[src/rtl/arashi_pkg.sv]
// Shared types, defaults and sizing helpers for the arashi read buffer.
package arashi_pkg;

    localparam int DEF_DATA_WIDTH       = 32;
    localparam int DEF_THREAD_NUM_WIDTH = 2;
    localparam int DEF_MEM_WIDTH        = 4;

    typedef logic [DEF_THREAD_NUM_WIDTH-1:0] thread_id_t;

    function automatic int pow2(input int w);
        return 1 << w;
    endfunction

endpackage

[src/rtl/arashi_rr_arbiter.sv]
// Round-robin arbiter; the search starts one past the last granted thread.
module arashi_rr_arbiter
    import arashi_pkg::*;
#(
    parameter int THREAD_NUM_WIDTH = DEF_THREAD_NUM_WIDTH
) (
    input  logic                                clk,
    input  logic                                rstn,
    input  logic [pow2(THREAD_NUM_WIDTH)-1:0]   req,
    input  logic                                enable,
    output logic [pow2(THREAD_NUM_WIDTH)-1:0]   grant,
    output logic [THREAD_NUM_WIDTH-1:0]         grant_id,
    output logic                                grant_vld
);

    localparam int THREAD_NUM = pow2(THREAD_NUM_WIDTH);

    logic [THREAD_NUM_WIDTH-1:0] last_k;
    logic [THREAD_NUM_WIDTH-1:0] idx;

    always_ff @(posedge clk) begin
        if (!rstn) begin
            last_k <= THREAD_NUM_WIDTH'(THREAD_NUM - 1);
        end else if (grant_vld) begin
            last_k <= grant_id;
        end
    end

    // Offset THREAD_NUM wraps back to last_k itself, making it the lowest priority.
    always_comb begin
        grant     = '0;
        grant_id  = last_k;
        grant_vld = 1'b0;
        idx       = last_k;
        for (int i = 1; i <= THREAD_NUM; i++) begin
            idx = last_k + THREAD_NUM_WIDTH'(i);
            if (enable && !grant_vld && req[idx]) begin
                grant[idx] = 1'b1;
                grant_id   = idx;
                grant_vld  = 1'b1;
            end
        end
    end

endmodule

[src/rtl/arashi_rd_buf.sv]
// Circular buffer between the cache write stream and per-thread read slices.
module arashi_rd_buf
    import arashi_pkg::*;
#(
    parameter int DATA_WIDTH       = DEF_DATA_WIDTH,
    parameter int THREAD_NUM_WIDTH = DEF_THREAD_NUM_WIDTH,
    parameter int MEM_WIDTH        = DEF_MEM_WIDTH
) (
    input  logic                                         clk,
    input  logic                                         rstn,
    input  logic                                         wr_valid,
    output logic                                         wr_ready,
    input  logic [DATA_WIDTH-1:0]                        wr_data,
    input  logic [pow2(THREAD_NUM_WIDTH)-1:0]            rd_req,
    output logic [pow2(THREAD_NUM_WIDTH)-1:0]            rd_grant,
    output logic [pow2(THREAD_NUM_WIDTH)-1:0]            rd_valid,
    output logic [DATA_WIDTH*pow2(THREAD_NUM_WIDTH)-1:0] data_out,
    output logic [MEM_WIDTH:0]                           count,
    output logic                                         full,
    output logic                                         empty
);

    localparam int THREAD_NUM = pow2(THREAD_NUM_WIDTH);
    localparam int DEPTH      = pow2(MEM_WIDTH);

    logic [DATA_WIDTH-1:0]       mem [DEPTH];
    logic [MEM_WIDTH-1:0]        wptr;
    logic [MEM_WIDTH-1:0]        rptr;
    logic [THREAD_NUM_WIDTH-1:0] grant_id;
    logic                        grant_vld;
    logic                        wr_fire;

    assign full     = (count == (MEM_WIDTH+1)'(DEPTH));
    assign empty    = (count == '0);
    assign wr_ready = !full;
    assign wr_fire  = wr_valid && wr_ready;

    arashi_rr_arbiter #(
        .THREAD_NUM_WIDTH(THREAD_NUM_WIDTH)
    ) u_arb (
        .clk      (clk),
        .rstn     (rstn),
        .req      (rd_req),
        .enable   (!empty),
        .grant    (rd_grant),
        .grant_id (grant_id),
        .grant_vld(grant_vld)
    );

    // No reset on the array so it can map onto block RAM.
    always_ff @(posedge clk) begin
        if (wr_fire) begin
            mem[wptr] <= wr_data;
        end
    end

    always_ff @(posedge clk) begin
        if (!rstn) begin
            wptr  <= '0;
            rptr  <= '0;
            count <= '0;
        end else begin
            if (wr_fire) begin
                wptr <= wptr + MEM_WIDTH'(1);
            end
            if (grant_vld) begin
                rptr <= rptr + MEM_WIDTH'(1);
            end
            case ({wr_fire, grant_vld})
                2'b10:   count <= count + (MEM_WIDTH+1)'(1);
                2'b01:   count <= count - (MEM_WIDTH+1)'(1);
                default: count <= count;
            endcase
        end
    end

    always_ff @(posedge clk) begin
        if (!rstn) begin
            rd_valid <= '0;
            data_out <= '0;
        end else begin
            rd_valid <= rd_grant;
            if (grant_vld) begin
                data_out[grant_id*DATA_WIDTH +: DATA_WIDTH] <= mem[rptr];
            end
        end
    end

endmodule
[config.mk]
export PLATFORM = sky130hd
export DESIGN_NAME = arashi_rd_buf
export DESIGN_NICKNAME = d
export VERILOG_FILES = /design/src/rtl/arashi_pkg.sv /design/src/rtl/arashi_rr_arbiter.sv /design/src/rtl/arashi_rd_buf.sv
export SDC_FILE = /design/constraint.sdc
export NUM_CORES = 1
export LEC_CHECK = 0
export ABC_CLOCK_PERIOD_IN_PS = 5300
export CAP_MARGIN = 20
export CORE_UTILIZATION = 39
export DETAILED_ROUTE_END_ITERATION = 12
export GPL_TIMING_DRIVEN = 0
export PLACE_DENSITY = 0.65
export SETUP_SLACK_MARGIN = 0.2
export SLEW_MARGIN = 25
export SYNTH_ARGS = -nofsm -noshare
export SYNTH_HDL_FRONTEND = slang
export SYNTH_SLANG_ARGS = --single-unit
[constraint.sdc]
create_clock -name clk -period 5.3 [get_ports clk]
set_input_delay 0.795 -clock clk [delete_from_list [all_inputs] [get_ports clk]]
set_output_delay 0.795 -clock clk [all_outputs]
set_load 0.01 [all_outputs]
Word-level counts from Yosys, hierarchy flattened
Memories as Yosys holds them, arrays and structs flattened. A register that Yosys moved wholly into a read port is not among the register bits.
Cells that the tools add are included.
- order comparisons: 8
- $add $sub $neg: 8
- shifts and indexed selects: 2
- bitwise logic cells: 3
- eq/ne operators: 3
- reduce and logical (&&, ||, !) cells: 19
- muxes and demuxes: 34
- operators with widths (cell ; count):
    $bwmux 128 ; 1
    $shift 32x34->128 const A ; 1
    $shiftx 32x34->128 ; 1
    $neg 7->34 ; 1
    $mux 4 ; 6
    $mux 1 ; 14
    $logic_and 1x1->1 ; 12
    $lt 2x3->1 const B ; 4
    $or 4x4->4 ; 3
    $pmux 5 s2 ; 1
    $add 4x1->4 const B ; 2
    $bmux 1 s2 ; 4
    $demux 1 s2 ; 4
    $ge 2x1->1 const B ; 4
    $mux 2 ; 4
    $add 5x1->5 const B ; 1
    $eq 5x5->1 const B ; 1
    $logic_not 1->1 ; 5
    $logic_not 5->1 ; 1
    $sub 5x1->5 const B ; 1
    $add 2x2->2 const B ; 2
    $add 2x1->2 const B ; 1
    $eq 2x1->1 const B ; 1
    $eq 2x2->1 const B ; 1
    $reduce_bool 2->1 ; 1
- output and inout port bits: 144
- RAM bits: 512
- memories: 1
- bits of input ports: 39
- register bits after elaboration: 147
- memories (memory ; words ; width ; rd ports ; clocked after Yosys merged registers in ; wr ports ; RTL line ; RTL):
    mem ; 16 ; 32 ; 1 ; 1 ; 1 ; arashi_rd_buf.sv:26 ; logic [DATA_WIDTH-1:0] mem [DEPTH];

Logic depth before layout (Yosys ltp)
Gate-level depths: netlist of run 1.
- word-level depth: 20
- gate-level depth with buffers: 16
- mapped depth without buffers: 13

Hierarchy
Synthesis of run 1 repeated with hierarchy kept, for this count alone.
- cell total of the unflattened synthesis: 1550
- area, all modules: 25399.4 µm²
- by module, submodules not included (module ; instances ; cells an instance ; area an instance (µm²)):
    arashi_rd_buf ; 1 ; 1484 ; 24851.3
    arashi_rr_arbiter ; 1 ; 66 ; 548.0

Least setup slack after synthesis of run 1
No wires, ideal clock.
- path kind: input port to flip-flop
- start point: input port wr_valid
- end point: memory mem[3][0] in the netlist's numbering (enable)
- required time: 4.839 ns
- setup time: 0.461 ns
- arrival: 3.680 ns
- stages: 3
- setup slack: 1.159 ns
- cell sequence: a21boi_1 -> nand2_1 -> nor3_1
- word-level cells in the longest chain between the ends: 3
- ends and longest elaborated chain (what ; RTL line ; RTL):
    start, declared ; arashi_rd_buf.sv:11 ; input logic wr_valid,
    $logic_and 1x1->1 ; arashi_rd_buf.sv:36 ; assign wr_fire = wr_valid && wr_ready;
    $mux 1 ; arashi_rd_buf.sv:52 ; if (wr_fire) begin
    $mux 1 (not written as such) ; arashi_rd_buf.sv:53 ; mem[wptr] <= wr_data;
    end, declared ; arashi_rd_buf.sv:26 ;
No other way between the ends.

Worst setup path in the final report of run 1
- start point: register u_arb.last_k[0]
- end point: register count[4]
- word-level cells in the longest chain between the ends: 19
- elaborated cells on any way between the ends: 29
- ends and longest elaborated chain (what ; RTL line ; RTL):
    start, declared ; arashi_rr_arbiter.sv:18 ; logic [THREAD_NUM_WIDTH-1:0] last_k;
    start signal, assigned ; arashi_rr_arbiter.sv:23 ; last_k <= THREAD_NUM_WIDTH'(THREAD_NUM - 1);
    start signal, assigned ; arashi_rr_arbiter.sv:25 ; last_k <= grant_id;
    $add 2x1->2 ; arashi_rr_arbiter.sv:36 ; idx = last_k + THREAD_NUM_WIDTH'(i);
    $bmux 1 s2 ; arashi_rr_arbiter.sv:37 ; if (enable && !grant_vld && req[idx]) begin
    $mux 1 (not written as such) ; arashi_rr_arbiter.sv:37 ;
    $logic_and 1x1->1 ; arashi_rr_arbiter.sv:37 ;
    $mux 1 ; arashi_rr_arbiter.sv:37 ;
    $logic_not 1->1 ; arashi_rr_arbiter.sv:37 ;
    $logic_and 1x1->1 (2 in series) ; arashi_rr_arbiter.sv:37 ;
    $mux 1 ; arashi_rr_arbiter.sv:37 ;
    $logic_not 1->1 ; arashi_rr_arbiter.sv:37 ;
    $logic_and 1x1->1 (2 in series) ; arashi_rr_arbiter.sv:37 ;
    $mux 1 ; arashi_rr_arbiter.sv:37 ;
    $logic_not 1->1 ; arashi_rr_arbiter.sv:37 ;
    $logic_and 1x1->1 (2 in series) ; arashi_rr_arbiter.sv:37 ;
    $mux 1 * ; arashi_rr_arbiter.sv:37 ;
    via grant_vld ; arashi_rd_buf.sv:30 ; logic grant_vld;
    $eq 2x1->1 / $eq 2x2->1 (equally long branches) ; arashi_rd_buf.sv:69 ; case ({wr_fire, grant_vld})
    $pmux 5 s2 / $reduce_bool 2->1 (equally long branches) ; - ;
    end signal, assigned ; arashi_rd_buf.sv:70 ; 2'b10: count <= count + (MEM_WIDTH+1)'(1);
    end signal, assigned ; arashi_rd_buf.sv:71 ; 2'b01: count <= count - (MEM_WIDTH+1)'(1);
    end signal, assigned ; arashi_rd_buf.sv:72 ; default: count <= count;
    end, declared ; arashi_rd_buf.sv:18 ; output logic [MEM_WIDTH:0] count,
The timed path passes the listed nets; every way through them passes the cells marked *. The select of a mux whose other input is x is not followed.
A chain may end at the register's enable or synchronous reset.

==> flow_summary.yaml, run 1 <==
final_layout:
  num-fill-cells: 4979
  fin_cells: 2393
  drive_gt1_share_pct: 24.7
  fin_nets: 1562
  area_growth_pct: 24.8
  fin_area_sq_um: 30900
drt:
  drc: 0
  dr_total_vias: 13300
  wl_per_cell_um: 25.8
  dr.pass1.iters: 7
  vias_per_cell: 5.57
  antenna_left: 0
  finalWirelength_mm: 61.7
  dr.first_iter.drc_count: 1419
setup_path:
  cp-end-kind: "register"
  rr_worst_depth: 16
  r2r_setup_slack_ns: 0.47
  crit_type: "reg2reg"
  arrival_ns: 5.32
  required_ns: 5.79
  critPathMaxFanout: 9
  r2r_start: "u_arb.last_k[0]"
  rr_endpoint: "count[4]"
  crit_end: "count[4]"
  crit_start: "u_arb.last_k[0]"
  cp-start-kind: "register"
synth:
  yosys_most_used_dff: "edfxtp_1"
  synth_edf_count: 512
  ys_ff_latch: 663
  netlist_instances: 1201
  async_flop_share_pct: 0
  yosysWarnings: 0
  netlist_area_sq_um: 24700
  yosysSeqAreaShare_pct: 74.4
  synth_nets: 1262
  yosysUniqueCellTypes: 51
  syn_avg_cell_area_sq_um: 20.6
grt:
  grt_pass1_wl_mm: 90.1
  antenna_found_initial: 5
  grt_usage_pct: 19.4
  grt_pass1_vias: 13500
  grt.overflow.total: 0
  grt_max_degree: 17
min_path:
  hold_path.class: "reg2reg"
clock_tree:
  clock-sinks: 663
  htreeDepth: 3
  clkLatencyLatePin_ns: 0.61
  cts_tree: "done"
  root_buffer: "clkbuf_16"
  cts_buffers: 70
  clock_path_buffers: 3
  ctsHoldBuffers: 0
  cts.clk_slew.worst_paths_ns: 0.06
  cts_setup_buffers: 0
timing:
  fin_crit_sh_pct: 91.1
  hold_ws_ns: 0.478
  worst_slack_ns: 0.471
  worstMarginPinSlew_ns: 0.979
  final_hold_viol_count: 0
  fin_skew_ns: 0.0245
  min_period_ns: 4.83
  fmax_mhz: 207
  rsz0062_at_grt: "false"
  slew_headroom_pct: 34.7
  drv_slew: 0
  finalSetupViolCount: 0
floorplanning:
  die-area_sq_um: 64400
  fp-row-count: 91
  die_w_um: 254
  core_sq_um: 62200
  die_h_um: 254
  start_util_pct: 39.8
  pin_count: 183
placed_design:
  dp_cells: 2266
  postPlaceCellArea_sq_um: 28500
  dp_hpwl_mm: 41.8
  gp_congestion: 0.838
  place_ws_ns: -0.403
  io_buffers: 181
pwr:
  total_power_w: 0.0149
  p_leak_nw: 10.0
  irDropWorstVdd_v: 0.000285
  power.density_nw_per_um2: 482
outcome:
  status: "complete, no violations"
flow_run:
  cap_violations: 0
==> cells in the final DEF (no fill, tap or decap), types with 4 or more instances in the layout <==
cell / n
a21oi_1: 8
a21oi_2: 4
a221o_1: 6
a22o_1: 128
a22oi_1: 7
and2_1: 4
buf_16: 21
buf_2: 23
buf_4: 21
clkbuf_1: 47
clkbuf_16: 74
clkbuf_2: 10
clkbuf_8: 13
clkdlybuf4s50_1: 181
clkinv_1: 6
clkinv_2: 8
dfxtp_1: 151
edfxtp_1: 512
ha_1: 22
inv_1: 11
inv_6: 6
mux4_2: 164
nand2_1: 12
nand2b_1: 4
nor2_1: 18
nor2_4: 12
nor3_2: 4
o21ai_0: 8
xnor2_1: 4
xor2_1: 5
==> per-stage QoR <==
| stage | util [%] | setup TNS (ns) |
|---|---|---|
| 6_report | 49.6 | 0 |
| 3_5_place_dp | 45.9 | -10.04 |
| 4_1_cts | 49.6 | 0 |
| 2_1_floorplan | - | 0 |
| 5_1_grt | 49.6 | 0 |
| 3_3_place_gp | 44.4 | -465.74 |
==> final cells by class <==
| class | instances | area, sq um | share of cell area [%] |
|---|---|---|---|
| Clock buffer | 102 | 2100 | 6.80 |
| Timing Repair Buffer | 228 | 2630 | 8.54 |
| Clock inverter | 24 | 195 | 0.633 |
| Inverter | 13 | 48.8 | 0.158 |
| Antenna cell | 1 | 2.50 | 0.00811 |
| Buffer | 72 | 315 | 1.02 |
| Sequential cell | 663 | 18400 | 59.6 |
| Tap cell | 837 | 1050 | 3.39 |
| Multi-Input combinational cell | 453 | 6110 | 19.8 |
==> power by group <==
| part | leakage (nW) | total (W) | switching (W) | internal [W] |
|---|---|---|---|---|
| Clock | 1.13 | 0.00483 | 0.00197 | 0.00286 |
| Combinational | 3.05 | 0.00395 | 0.00219 | 0.00177 |
| Sequential | 5.84 | 0.00610 | 0.000178 | 0.00592 |
==> cells in the mapped netlist (2+ instances only) <==
cell | number | area share [%]
o21a_1 | 3 | 0.091
buf_2 | 17 | 0.34
nor4_2 | 3 | 0.15
mux4_2 | 164 | 15
nor2_1 | 30 | 0.46
a21oi_1 | 8 | 0.16
xnor2_1 | 4 | 0.14
nand2_1 | 12 | 0.18
o21ai_0 | 8 | 0.16
a221oi_1 | 2 | 0.071
nor2b_1 | 3 | 0.076
edfxtp_1 | 512 | 62
nor3_1 | 7 | 0.14
a21oi_2 | 4 | 0.14
xor2_1 | 5 | 0.18
buf_1 | 13 | 0.20
a22oi_1 | 7 | 0.21
mux2i_1 | 3 | 0.12
nand3b_1 | 3 | 0.091
and2_1 | 4 | 0.10
a221o_1 | 6 | 0.24
dfxtp_1 | 151 | 12
a22o_1 | 128 | 4.5
or3b_2 | 2 | 0.071
ha_1 | 22 | 1.1
nand2b_1 | 4 | 0.10
clkbuf_1 | 41 | 0.62
inv_1 | 11 | 0.17
nand3_1 | 2 | 0.040
==> per-layer routing <==
layer | vias up | wire (um) | GRT usage [%]
li1 | 5605 | - | -
met1 | 6950 | 26000 | 26.6
met5 | - | 41 | 0
met4 | 6 | 1400 | 5.51
met2 | 640 | 28700 | 30.2
met3 | 120 | 5640 | 5.68
==> how the worst min path moves through the flow <==
stage                              from             to  slack (ns)  depth (start not counted)
after global placement    data_out[116]  data_out[116]        0.46                          1
after CTS                   data_out[4]    data_out[4]        0.48                          1
after detailed placement   data_out[60]   data_out[60]        0.46                          1
after floorplan                 rptr[1]       register        0.49                          2
after global routing       data_out[88]   data_out[88]        0.49                          1
final                      data_out[21]   data_out[21]        0.48                          1
==> sequential cells by signal, summed over array words and instances (netlist names), named ones only <==
name	count
u_arb.last_k	2
rptr	4
count	5
wptr	4
mem	512
data_out	128
rd_valid	4
==> kinds of logic (layout without fill, tap and decap cells) <==
group           after synthesis  count (layout)  share of synthesized area [%]
flops                       663             663                           74.4
compound gates              173             173                           5.84
mux                         168             168                           15.1
buf+inv                      85             439                           1.39
simple gates                 81              81                           1.81
fa+ha+maj                    22              22                           1.11
xor+xnor                      9               9                          0.319
other cells                   0               1                              0
==> what timing repair did <==
item / CTS / global route
gates resized for setup: 2 / 7
endpoints found under the hold margin: 0 / 0
endpoints found under the setup margin: 90 / 88
==> worst max-delay path, cell delays in order, from the launching register on <==
cell      delay [ns]
dfxtp_1         0.42
buf_2           0.24
inv_1           0.15
ha_1            0.30
clkbuf_1        0.32
mux4_2          0.50
nor4_4          0.65
nor2_1          0.39
ha_1            0.33
clkbuf_1        0.19
xor2_1          0.18
ha_1            0.22
o211ai_1        0.18
a21oi_1         0.09
a31o_2          0.23
and3_1          0.18
o21a_1          0.15
No activity file was read; power rests on OpenSTA's default activity.
==> inputs of run 2 (changes only) <==
Settings changed: CELL_PAD_IN_SITES_DETAIL_PLACEMENT from default to 0, CELL_PAD_IN_SITES_GLOBAL_PLACEMENT from default to 2, PLACE_DENSITY 0.65 to 0.78.
==> run 2 against run 1 <==
Net effect: total power shrank 2.8%; combinational power decreased by 1%; register-to-register slack improved by 0.13 ns; count of clock-buffer cells in the layout fell by 9; largest cell class unchanged.
==> flow_summary.yaml, run 2 (synthesis results as in run 1) <==
floorplanning:
  die-area_sq_um: 64400
  die_w_um: 254
  core_sq_um: 62200
  start_util_pct: 39.8
  die_h_um: 254
  fp-row-count: 91
  pin_count: 183
final_layout:
  final_common_cell: "edfxtp_1"
  fin_cells: 2381
  mostFrequentLayoutCells: "512 x edfxtp_1, 181 x clkdlybuf4s50_1, 164 x mux4_2"
  drive_gt1_share_pct: 23.6
  largest_reg_flops: 512
  top_regs: "mem x512, data_out x128, count x5"
  fin_nets: 1555
  regMostFlops: "mem"
  area_growth_pct: 23.3
  final_util_pct: 49.0
grt:
  grt.overflow.total: 0
  antenna_found_initial: 4
  grt_usage_pct: 19.0
  grt_pass1_vias: 13300
  grt_max_degree: 18
  grt_pass1_wl_mm: 88.8
setup_path:
  required_ns: 5.78
  path_common_cell: "ha_1"
  slowest_delay_ns: 0.56
  cp-start-kind: "register"
  crit_chain: "buf_2 -> inv_1 -> ha_1 -> clkbuf_1 -> mux4_2 -> nor4_4 -> nor2_1 -> ha_1 -> clkbuf_1 -> xor2_1 -> ha_1 -> o211ai_1 -> a21oi_1 -> a31o_2 -> and3_1 -> o21a_1"
  crit_path_top_delay_cell: "nor4_4"
  cp-end-kind: "register"
  arrival_ns: 5.18
  critPathMaxFanout: 9
  r2r_start: "u_arb.last_k[0]"
  crit_type: "reg2reg"
  crit_start: "u_arb.last_k[0]"
pwr:
  p_seq_share_pct: 42.1
  power_frac_comb_pct: 26.9
  p_leak_nw: 9.84
  irDropWorstVdd_v: 0.000266
  switchingPower_w: 0.00420
  clkPwrFrac_pct: 31.0
  p_int_w: 0.0103
  sw_frac_of_total_pct: 29.0
  power.density_nw_per_um2: 475
placed_design:
  dp_cells: 2262
  dp_hpwl_mm: 40.9
  io_buffers: 181
  place_ws_ns: 0.0495
  gp_congestion: 0.768
drt:
  finalWirelength_mm: 60.1
  dr.pass1.iters: 5
  dr.first_iter.drc_count: 1108
  antenna_left: 0
  vias_per_cell: 5.41
  wl_per_cell_um: 25.2
  drc: 0
  dr_total_vias: 12900
clock_tree:
  htreeDepth: 3
  cts_setup_buffers: 0
  clock-sinks: 663
  ctsHoldBuffers: 0
  cts.clk_slew.worst_paths_ns: 0.06
  root_buffer: "clkbuf_16"
  cts_buffers: 67
  cts_resized: 1
  clkLatencyLatePin_ns: 0.60
  cts_tree: "done"
  clock_path_buffers: 3
timing:
  fmax_mhz: 213
  rsz0062_at_grt: "false"
  finalSetupViolCount: 0
  final_hold_viol_count: 0
  min_period_ns: 4.70
  fin_skew_ns: 0.0310
  fin_crit_sh_pct: 88.7
  fin_tns_setup_ns: 0
  worst_slack_ns: 0.597
  drv_slew: 0
  slew_headroom_pct: 37.9
  worstMarginPinSlew_ns: 0.932
flow_run:
  cap_violations: 0
outcome:
  status: "complete, no violations"
min_path:
  worstHoldStart: "data_out[13]"
  hold_path.class: "reg2reg"
-- run 2: worst paths after layout --
path                                      to  slack [ns]  cells after the start
worst min-delay path            data_out[13]        0.48                      1
worst max-delay path                count[4]        0.60                     16
worst min register to register  data_out[13]        0.48                      1
worst max register to register      count[4]        0.60                     16
-- run 2: layer usage --
| layer | global-route usage [%] | share of wire, % | up-vias |
|---|---|---|---|
| li1 | - | - | 5588 |
| met1 | 25.6 | 42 | 6778 |
| met2 | 31.2 | 49 | 439 |
| met3 | 4.06 | 6.9 | 66 |
| met4 | 4.91 | 1.4 | 6 |
| met5 | 0 | 0.052 | - |
-- run 2: stage by stage --
step                      cell area, sq um  hold slack [ns]  total power, W
after floorplan                      24700            0.485         0.00856
after global placement               27600            0.460          0.0101
after detailed placement             28400            0.463          0.0101
after CTS                            30500            0.480          0.0146
after global routing                 30500            0.490          0.0151
final                                30500            0.475          0.0145
-- run 2: final cells by class --
| type | instances | area, sq um |
|---|---|---|
| Fill cell | 5076 | 31700 |
| Sequential cell | 663 | 18400 |
| Multi-Input combinational cell | 453 | 6090 |
| Timing Repair Buffer | 224 | 2500 |
| Clock buffer | 93 | 1920 |
| Tap cell | 837 | 1050 |
| Buffer | 72 | 315 |
| Clock inverter | 25 | 151 |
| Inverter | 13 | 48.8 |
| Antenna cell | 1 | 2.50 |
-- run 2: power by group through the flow --
| stage | Sequential [W] | Combinational [W] | Clock (W) |
|---|---|---|---|
| finish | 0.00609 | 0.00390 | 0.00448 |
| global route | 0.00612 | 0.00418 | 0.00475 |
| CTS | 0.00609 | 0.00394 | 0.00456 |
| detailed placement | 0.00620 | 0.00392 | 0 |
| global placement | 0.00621 | 0.00385 | 0 |
| floorplan | 0.00626 | 0.00230 | 0 |
-- run 2: worst max-delay path, delay by kind of cell, from the launching register on --
family | cells | cell delay [ns]
adders and majority gates | 3 | 0.84
and+or+nand+nor | 3 | 1.10
muxes | 1 | 0.48
DFF | 1 | 0.40
xor gates and xnor gates | 1 | 0.18
AOI/OAI and AO/OA | 4 | 0.70
buffers and inverters | 4 | 0.90
